<file path="src/rtl/branch_resolve_bht_if.sv">
// Execute-stage branch bus: request fields driven by the pipeline and the
// registered resolution returned by branch_resolve_bht.
interface branch_resolve_bht_if #(
    parameter int XLEN = 32
);
    logic            in_valid;
    logic            flush;
    logic [XLEN-1:0] pc;
    logic [XLEN-1:0] imm;
    logic [XLEN-1:0] rs1_val;
    logic [XLEN-1:0] rs2_val;
    logic [2:0]      branch_control;
    logic            pred_taken_in;

    logic            out_valid;
    logic            out_taken;
    logic [XLEN-1:0] out_target;
    logic            out_mispredict;
    logic [XLEN-1:0] out_redirect_pc;

    modport master (
        output in_valid, flush, pc, imm, rs1_val, rs2_val, branch_control, pred_taken_in,
        input  out_valid, out_taken, out_target, out_mispredict, out_redirect_pc
    );

    modport slave (
        input  in_valid, flush, pc, imm, rs1_val, rs2_val, branch_control, pred_taken_in,
        output out_valid, out_taken, out_target, out_mispredict, out_redirect_pc
    );
endinterface

</file>
<file path="src/rtl/branch_resolve_bht.sv">
// Registered branch resolution with a bimodal 2-bit BHT, misprediction redirect
// and saturating branch / mispredict performance counters.
module branch_resolve_bht #(
    parameter int         XLEN        = 32,
    parameter int         BHT_ENTRIES = 64,
    parameter logic [1:0] CTR_INIT    = 2'b01,
    parameter int         CNT_W       = 32
) (
    input  logic               clk,
    input  logic               rst,
    input  logic [XLEN-1:0]    pred_pc,
    output logic               pred_taken,
    branch_resolve_bht_if.slave br,
    output logic [CNT_W-1:0]   branch_count,
    output logic [CNT_W-1:0]   mispredict_count
);
    localparam int IDX_W = $clog2(BHT_ENTRIES);

    logic [1:0]      r_bht [BHT_ENTRIES];
    logic            r_out_valid;
    logic            r_out_taken;
    logic [XLEN-1:0] r_out_target;
    logic            r_out_mispredict;
    logic [XLEN-1:0] r_out_redirect_pc;
    logic [CNT_W-1:0] r_branch_count;
    logic [CNT_W-1:0] r_mispredict_count;

    logic [IDX_W-1:0] w_pred_idx;
    logic [IDX_W-1:0] w_upd_idx;
    logic             w_legal;
    logic             w_taken;
    logic             w_accept;
    logic [XLEN-1:0]  w_target;
    logic [XLEN-1:0]  w_seq_pc;
    logic [1:0]       w_ctr_cur;
    logic [1:0]       w_ctr_nxt;

    assign w_pred_idx = pred_pc[IDX_W+1:2];
    assign w_upd_idx  = br.pc[IDX_W+1:2];
    assign pred_taken = r_bht[w_pred_idx][1];

    always_comb begin
        w_legal = 1'b1;
        w_taken = 1'b0;
        case (br.branch_control)
            3'b000:  w_taken = (br.rs1_val == br.rs2_val);
            3'b001:  w_taken = (br.rs1_val != br.rs2_val);
            3'b100:  w_taken = ($signed(br.rs1_val) <  $signed(br.rs2_val));
            3'b101:  w_taken = ($signed(br.rs1_val) >= $signed(br.rs2_val));
            3'b110:  w_taken = (br.rs1_val <  br.rs2_val);
            3'b111:  w_taken = (br.rs1_val >= br.rs2_val);
            default: w_legal = 1'b0;
        endcase
    end

    assign w_accept = br.in_valid & ~br.flush & w_legal;
    assign w_target = br.pc + br.imm;
    assign w_seq_pc = br.pc + XLEN'(4);

    always_comb begin
        w_ctr_cur = r_bht[w_upd_idx];
        w_ctr_nxt = w_ctr_cur;
        if (w_taken) begin
            if (w_ctr_cur != 2'b11) w_ctr_nxt = w_ctr_cur + 2'b01;
        end else begin
            if (w_ctr_cur != 2'b00) w_ctr_nxt = w_ctr_cur - 2'b01;
        end
    end

    always_ff @(posedge clk) begin
        if (rst) begin
            for (int unsigned i = 0; i < BHT_ENTRIES; i++) r_bht[i] <= CTR_INIT;
            r_out_valid        <= 1'b0;
            r_out_taken        <= 1'b0;
            r_out_target       <= '0;
            r_out_mispredict   <= 1'b0;
            r_out_redirect_pc  <= '0;
            r_branch_count     <= '0;
            r_mispredict_count <= '0;
        end else begin
            r_out_valid <= w_accept;
            // Data outputs only move on accept so they hold their last value otherwise.
            if (w_accept) begin
                r_bht[w_upd_idx]  <= w_ctr_nxt;
                r_out_taken       <= w_taken;
                r_out_target      <= w_target;
                r_out_mispredict  <= w_taken ^ br.pred_taken_in;
                r_out_redirect_pc <= w_taken ? w_target : w_seq_pc;
                if (r_branch_count != '1)
                    r_branch_count <= r_branch_count + CNT_W'(1);
                if ((w_taken ^ br.pred_taken_in) && (r_mispredict_count != '1))
                    r_mispredict_count <= r_mispredict_count + CNT_W'(1);
            end
        end
    end

    assign br.out_valid       = r_out_valid;
    assign br.out_taken       = r_out_taken;
    assign br.out_target      = r_out_target;
    assign br.out_mispredict  = r_out_mispredict;
    assign br.out_redirect_pc = r_out_redirect_pc;
    assign branch_count       = r_branch_count;
    assign mispredict_count   = r_mispredict_count;
endmodule

</file>
<file path="src/flat_wrapper.sv">
// flat-port wrapper written by rule: the top's interface ports become plain ports
module branch_resolve_bht_flat 
#(
    parameter int         XLEN        = 32,
    parameter int         BHT_ENTRIES = 64,
    parameter logic [1:0] CTR_INIT    = 2'b01,
    parameter int         CNT_W       = 32
)
  (clk, rst, pred_pc, pred_taken, branch_count, mispredict_count, br_in_valid, br_flush, br_pc, br_imm, br_rs1_val, br_rs2_val, br_branch_control, br_pred_taken_in, br_out_valid, br_out_taken, br_out_target, br_out_mispredict, br_out_redirect_pc);
  branch_resolve_bht_if #(.XLEN(XLEN)) br_i ();
  input  logic clk;
  input  logic rst;
  input  logic [XLEN-1:0] pred_pc;
  output logic pred_taken;
  output logic [CNT_W-1:0] branch_count;
  output logic [CNT_W-1:0] mispredict_count;
  input wire logic [$bits(br_i.in_valid)-1:0] br_in_valid;
  input wire logic [$bits(br_i.flush)-1:0] br_flush;
  input wire logic [$bits(br_i.pc)-1:0] br_pc;
  input wire logic [$bits(br_i.imm)-1:0] br_imm;
  input wire logic [$bits(br_i.rs1_val)-1:0] br_rs1_val;
  input wire logic [$bits(br_i.rs2_val)-1:0] br_rs2_val;
  input wire logic [$bits(br_i.branch_control)-1:0] br_branch_control;
  input wire logic [$bits(br_i.pred_taken_in)-1:0] br_pred_taken_in;
  output wire logic [$bits(br_i.out_valid)-1:0] br_out_valid;
  output wire logic [$bits(br_i.out_taken)-1:0] br_out_taken;
  output wire logic [$bits(br_i.out_target)-1:0] br_out_target;
  output wire logic [$bits(br_i.out_mispredict)-1:0] br_out_mispredict;
  output wire logic [$bits(br_i.out_redirect_pc)-1:0] br_out_redirect_pc;
  assign br_i.in_valid = br_in_valid;
  assign br_i.flush = br_flush;
  assign br_i.pc = br_pc;
  assign br_i.imm = br_imm;
  assign br_i.rs1_val = br_rs1_val;
  assign br_i.rs2_val = br_rs2_val;
  assign br_i.branch_control = br_branch_control;
  assign br_i.pred_taken_in = br_pred_taken_in;
  assign br_out_valid = br_i.out_valid;
  assign br_out_taken = br_i.out_taken;
  assign br_out_target = br_i.out_target;
  assign br_out_mispredict = br_i.out_mispredict;
  assign br_out_redirect_pc = br_i.out_redirect_pc;
  branch_resolve_bht #(.XLEN(XLEN), .BHT_ENTRIES(BHT_ENTRIES), .CTR_INIT(CTR_INIT), .CNT_W(CNT_W)) u_core (.clk(clk), .rst(rst), .pred_pc(pred_pc), .pred_taken(pred_taken), .br(br_i), .branch_count(branch_count), .mispredict_count(mispredict_count));
endmodule
</file>
<file path="config.mk">
export PLATFORM = sky130hd
export DESIGN_NAME = branch_resolve_bht_flat
export DESIGN_NICKNAME = d
export VERILOG_FILES = /design/src/rtl/branch_resolve_bht_if.sv /design/src/rtl/branch_resolve_bht.sv /design/src/flat_wrapper.sv
export SDC_FILE = /design/constraint.sdc
export NUM_CORES = 1
export LEC_CHECK = 0
export BUFFER_PORTS_ARGS = -buffer_cell sky130_fd_sc_hd__buf_2
export CAP_MARGIN = 15
export CORE_UTILIZATION = 30
export DETAILED_ROUTE_END_ITERATION = 16
export PLACE_DENSITY_LB_ADDON = 0.12
export SLEW_MARGIN = 20
export SYNTH_ARGS = -nofsm -noshare
export SYNTH_HDL_FRONTEND = slang
export SYNTH_SLANG_ARGS = --single-unit
</file>
<file path="constraint.sdc">
create_clock -name clk -period 6 [get_ports clk]
set_input_delay 0.3 -clock clk [delete_from_list [all_inputs] [get_ports clk]]
set_output_delay 0.3 -clock clk [all_outputs]
set_load 0.02 [all_outputs]
</file>
==> impl_metrics.json <==
{
  "crit_family": "compound AO/OA/AOI/OAI gates",
  "final_cell_mix": "buf_2, nand2_1, nor2_1",
  "grt_pass1_vias": 13500,
  "pwr-share-seq_pct": 40.8,
  "status": "finished clean",
  "synth-edff-count": 128,
  "switchingPower_w": 0.00139,
  "critPathMaxFanout": 25,
  "clockBufferDepth": 3,
  "powerDensity_nw_per_um2": 258,
  "worst_pin_slew_ns": 1.13,
  "die_height_um": 229,
  "cts_buffers": 35,
  "netlist_instances": 1688,
  "finalClockSkew_ns": 0.0238,
  "syn_to_final_growth_pct": 19.1,
  "end_kind": "register",
  "ant_nets": 0,
  "ys_ff_latch": 259,
  "finalHoldViolations": 0,
  "register_area_um2": 6470,
  "io_pins": 300,
  "leakage_nw": 7.19,
  "cts_tree": "yes",
  "fin_util_pct": 36.5,
  "cts_sinks": 259,
  "grtUsageTotal_pct": 19.2,
  "min-delay-path-class": "in -> reg",
  "cap_violations": 0,
  "avgRoutedWirePerCell_um": 19.8,
  "max_slew_margin_pct": 24.4,
  "final_common_cell": "buf_2",
  "r2r-start": "u_core.mispredict_count[7]",
  "numPortBuffers": 273,
  "rsz0062_at_grt": "false",
  "die_area_um2": 52500,
  "cp_slowest_cell": "mux2i_2",
  "hpwl_um": 35900,
  "synth_area_per_cell_um2": 9.16,
  "min_to": "u_core.br.out_redirect_pc[1]",
  "vias": 13600,
  "cp_slowest_stage_delay_ns": 0.93,
  "routed_via_density": 5.21,
  "htreeDepth": 2,
  "row_count": 82,
  "setup_viol": 0,
  "p_clk_share_pct": 42.4,
  "fin_setup_tns_ns": 0,
  "period_needed_ns": 3.49,
  "netlist_area_um2": 15500,
  "worstRegToRegCells": 9,
  "cp_data_arrival_time_ns": 3.96,
  "gr-total-overflow": 0,
  "cp-start-kind": "primary input",
  "postCtsSetupRepairBufs": 0,
  "drive_gt1_share_pct": 21.3,
  "path_buf_inv": 2,
  "synth_warnings": 0,
  "swShare_pct": 29.2,
  "place.gp.congestion": 0.838,
  "cts_resized": 0,
  "multi_input_area_um2": 8260,
  "syn_nets": 1923,
  "clkTransAtPathRegs_ns": 0.05,
  "fmax_ghz": 0.286,
  "nFillCells": 5288,
  "antenna_found_initial": 13,
  "nets": 2132,
  "initial_core_util_pct": 30.6,
  "hold_depth": 3,
  "worstPathCellList": "buf_2 -> inv_1 -> ha_1 -> nand4_1 -> nor4_2 -> a31oi_1 -> a22oi_1 -> a21bo_2 -> a21oi_4 -> mux2i_2 -> o21ai_0 -> a21oi_1",
  "combinationalPowerShare_pct": 16.7,
  "yosysSeqAreaShare_pct": 41.8,
  "synth_flop_cell": "dfxtp_1",
  "intPower_w": 0.00336,
  "hp-start": "br_pc[1]",
  "drc": 0,
  "drv_slew": 0,
  "die_x_um": 229,
  "dr.pass1.iters": 5,
  "critPathRequiredTime_ns": 6.47,
  "synth-async-reset-ratio_pct": 0,
  "r2r-end": "u_core.mispredict_count[30]",
  "grt_pass1_wl_um": 78900,
  "ys_types": 77,
  "path_class": "in -> reg",
  "finalWirelength_um": 51400,
  "reg2reg_slack_ns": 2.52,
  "cts_root_buf": "clkbuf_16",
  "grt_start_max_net_pins": 84,
  "drt_iter0_drc": 876,
  "core_um2": 50500,
  "clk_latency_ns": 0.56,
  "peakVddDrop_v": 0.000160,
  "finalCritPeriodShare_pct": 58.2
}
[metal layers]
metal  part of all wire, %  up-vias  GRT usage (%)
met3                   6.1       86           5.08
li1                      -     6585              -
met4                   2.2       16           5.85
met1                    45     6542           25.0
met5                  0.21        -              0
met2                    46      321           31.1
[area by class of cell]
type	count	area share [%]
Antenna cell	5	0.0679
Sequential cell	259	35.1
Clock inverter	9	0.489
Clock buffer	53	5.50
Tap cell	672	4.57
Multi-Input combinational cell	1254	44.9
Timing Repair Buffer	293	8.28
Inverter	54	1.10
[how the worst max path moves through the flow]
stage	start	endpoint	slack (ns)	cells after the start
3_5_place_dp	br_rs2_val[23]	u_core.mispredict_count[30]	1.93	12
5_1_grt	br_rs2_val[27]	u_core.mispredict_count[6]	2.12	12
2_1_floorplan	pred_pc[2]	pred_taken	2.92	5
4_1_cts	br_rs2_val[26]	u_core.mispredict_count[30]	2.48	12
3_3_place_gp	br_rs2_val[26]	u_core.mispredict_count[11]	1.98	12
6_report	br_rs2_val[26]	u_core.mispredict_count[30]	2.51	12
[power groups by stage]
| stage | combinational [W] | clock (W) | sequential [W] |
|---|---|---|---|
| 2_1_floorplan | 0.000504 | 0 | 0.00200 |
| 3_3_place_gp | 0.000794 | 0 | 0.00197 |
| 3_5_place_dp | 0.000798 | 0 | 0.00197 |
| 4_1_cts | 0.000802 | 0.00208 | 0.00194 |
| 5_1_grt | 0.000873 | 0.00214 | 0.00194 |
| 6_report | 0.000794 | 0.00201 | 0.00194 |
[tightest hold or removal path, cell delays in order]
cell      delay [ns]
buf_2           0.12
a211oi_1        0.07
nor3_1          0.11
[state kept, by name (all words and copies together) (netlist names)]
signal,count
u_core.br.out_valid,1
u_core.br.out_redirect_pc,32
u_core.mispredict_count,32
u_core.r_bht,128
u_core.br.out_taken,1
u_core.br.out_target,32
u_core.branch_count,32
u_core.br.out_mispredict,1
[kinds of logic (layout without fill, tap and decap cells)]
kind of cell	count (synthesis)	count (layout)	synth area share, %
fa+ha+maj	69	69	5.61
compound gates	348	348	15.3
mux	37	37	4.26
flops	259	259	41.8
other cells	0	5	0
buf+inv	175	409	4.99
simple gates	716	716	23.2
xor+xnor	84	84	4.76
[stage by stage]
step	power [W]	instances	instance area, um^2	hold WS (ns)	setup slack [ns]
4_1_cts	0.00481	2594	18400	0.0516	2.48
5_1_grt	0.00495	2597	18400	0.141	2.12
6_report	0.00474	2599	18400	0.0842	2.51
3_5_place_dp	0.00277	2531	17300	0.437	1.93
3_3_place_gp	0.00277	2531	17300	0.437	1.98
2_1_floorplan	0.00251	1688	15500	0.463	2.92
[repair_timing]
action	CTS	global route
endpoints found under the hold margin	1	0
endpoints found under the setup margin	0	0
hold buffers	1	0
[Yosys cell counts (all sizes together) (7+ instances only)]
master,n,area [um^2]
a211oi,13,97.6
a21o,40,300
a21oi,95,487
a221oi,7,67.6
a22o,14,123
a22oi,59,443
and2,12,75.1
and3,15,93.8
and4,12,105
buf,42,273
clkbuf,79,297
dfxtp,131,2620
edfxtp,128,3840
ha,66,826
inv,54,203
mux2,10,113
mux4,21,473
nand2,202,758
nand2b,51,319
nand3,113,611
nand4,36,225
nor2,144,543
nor2b,22,138
nor3,40,205
nor3b,17,153
nor4,16,113
o211ai,21,158
o21ai,42,214
or3,19,119
or4,7,52.6
xnor2,40,350
xor2,44,385
Power figures use the tool's default switching activity.
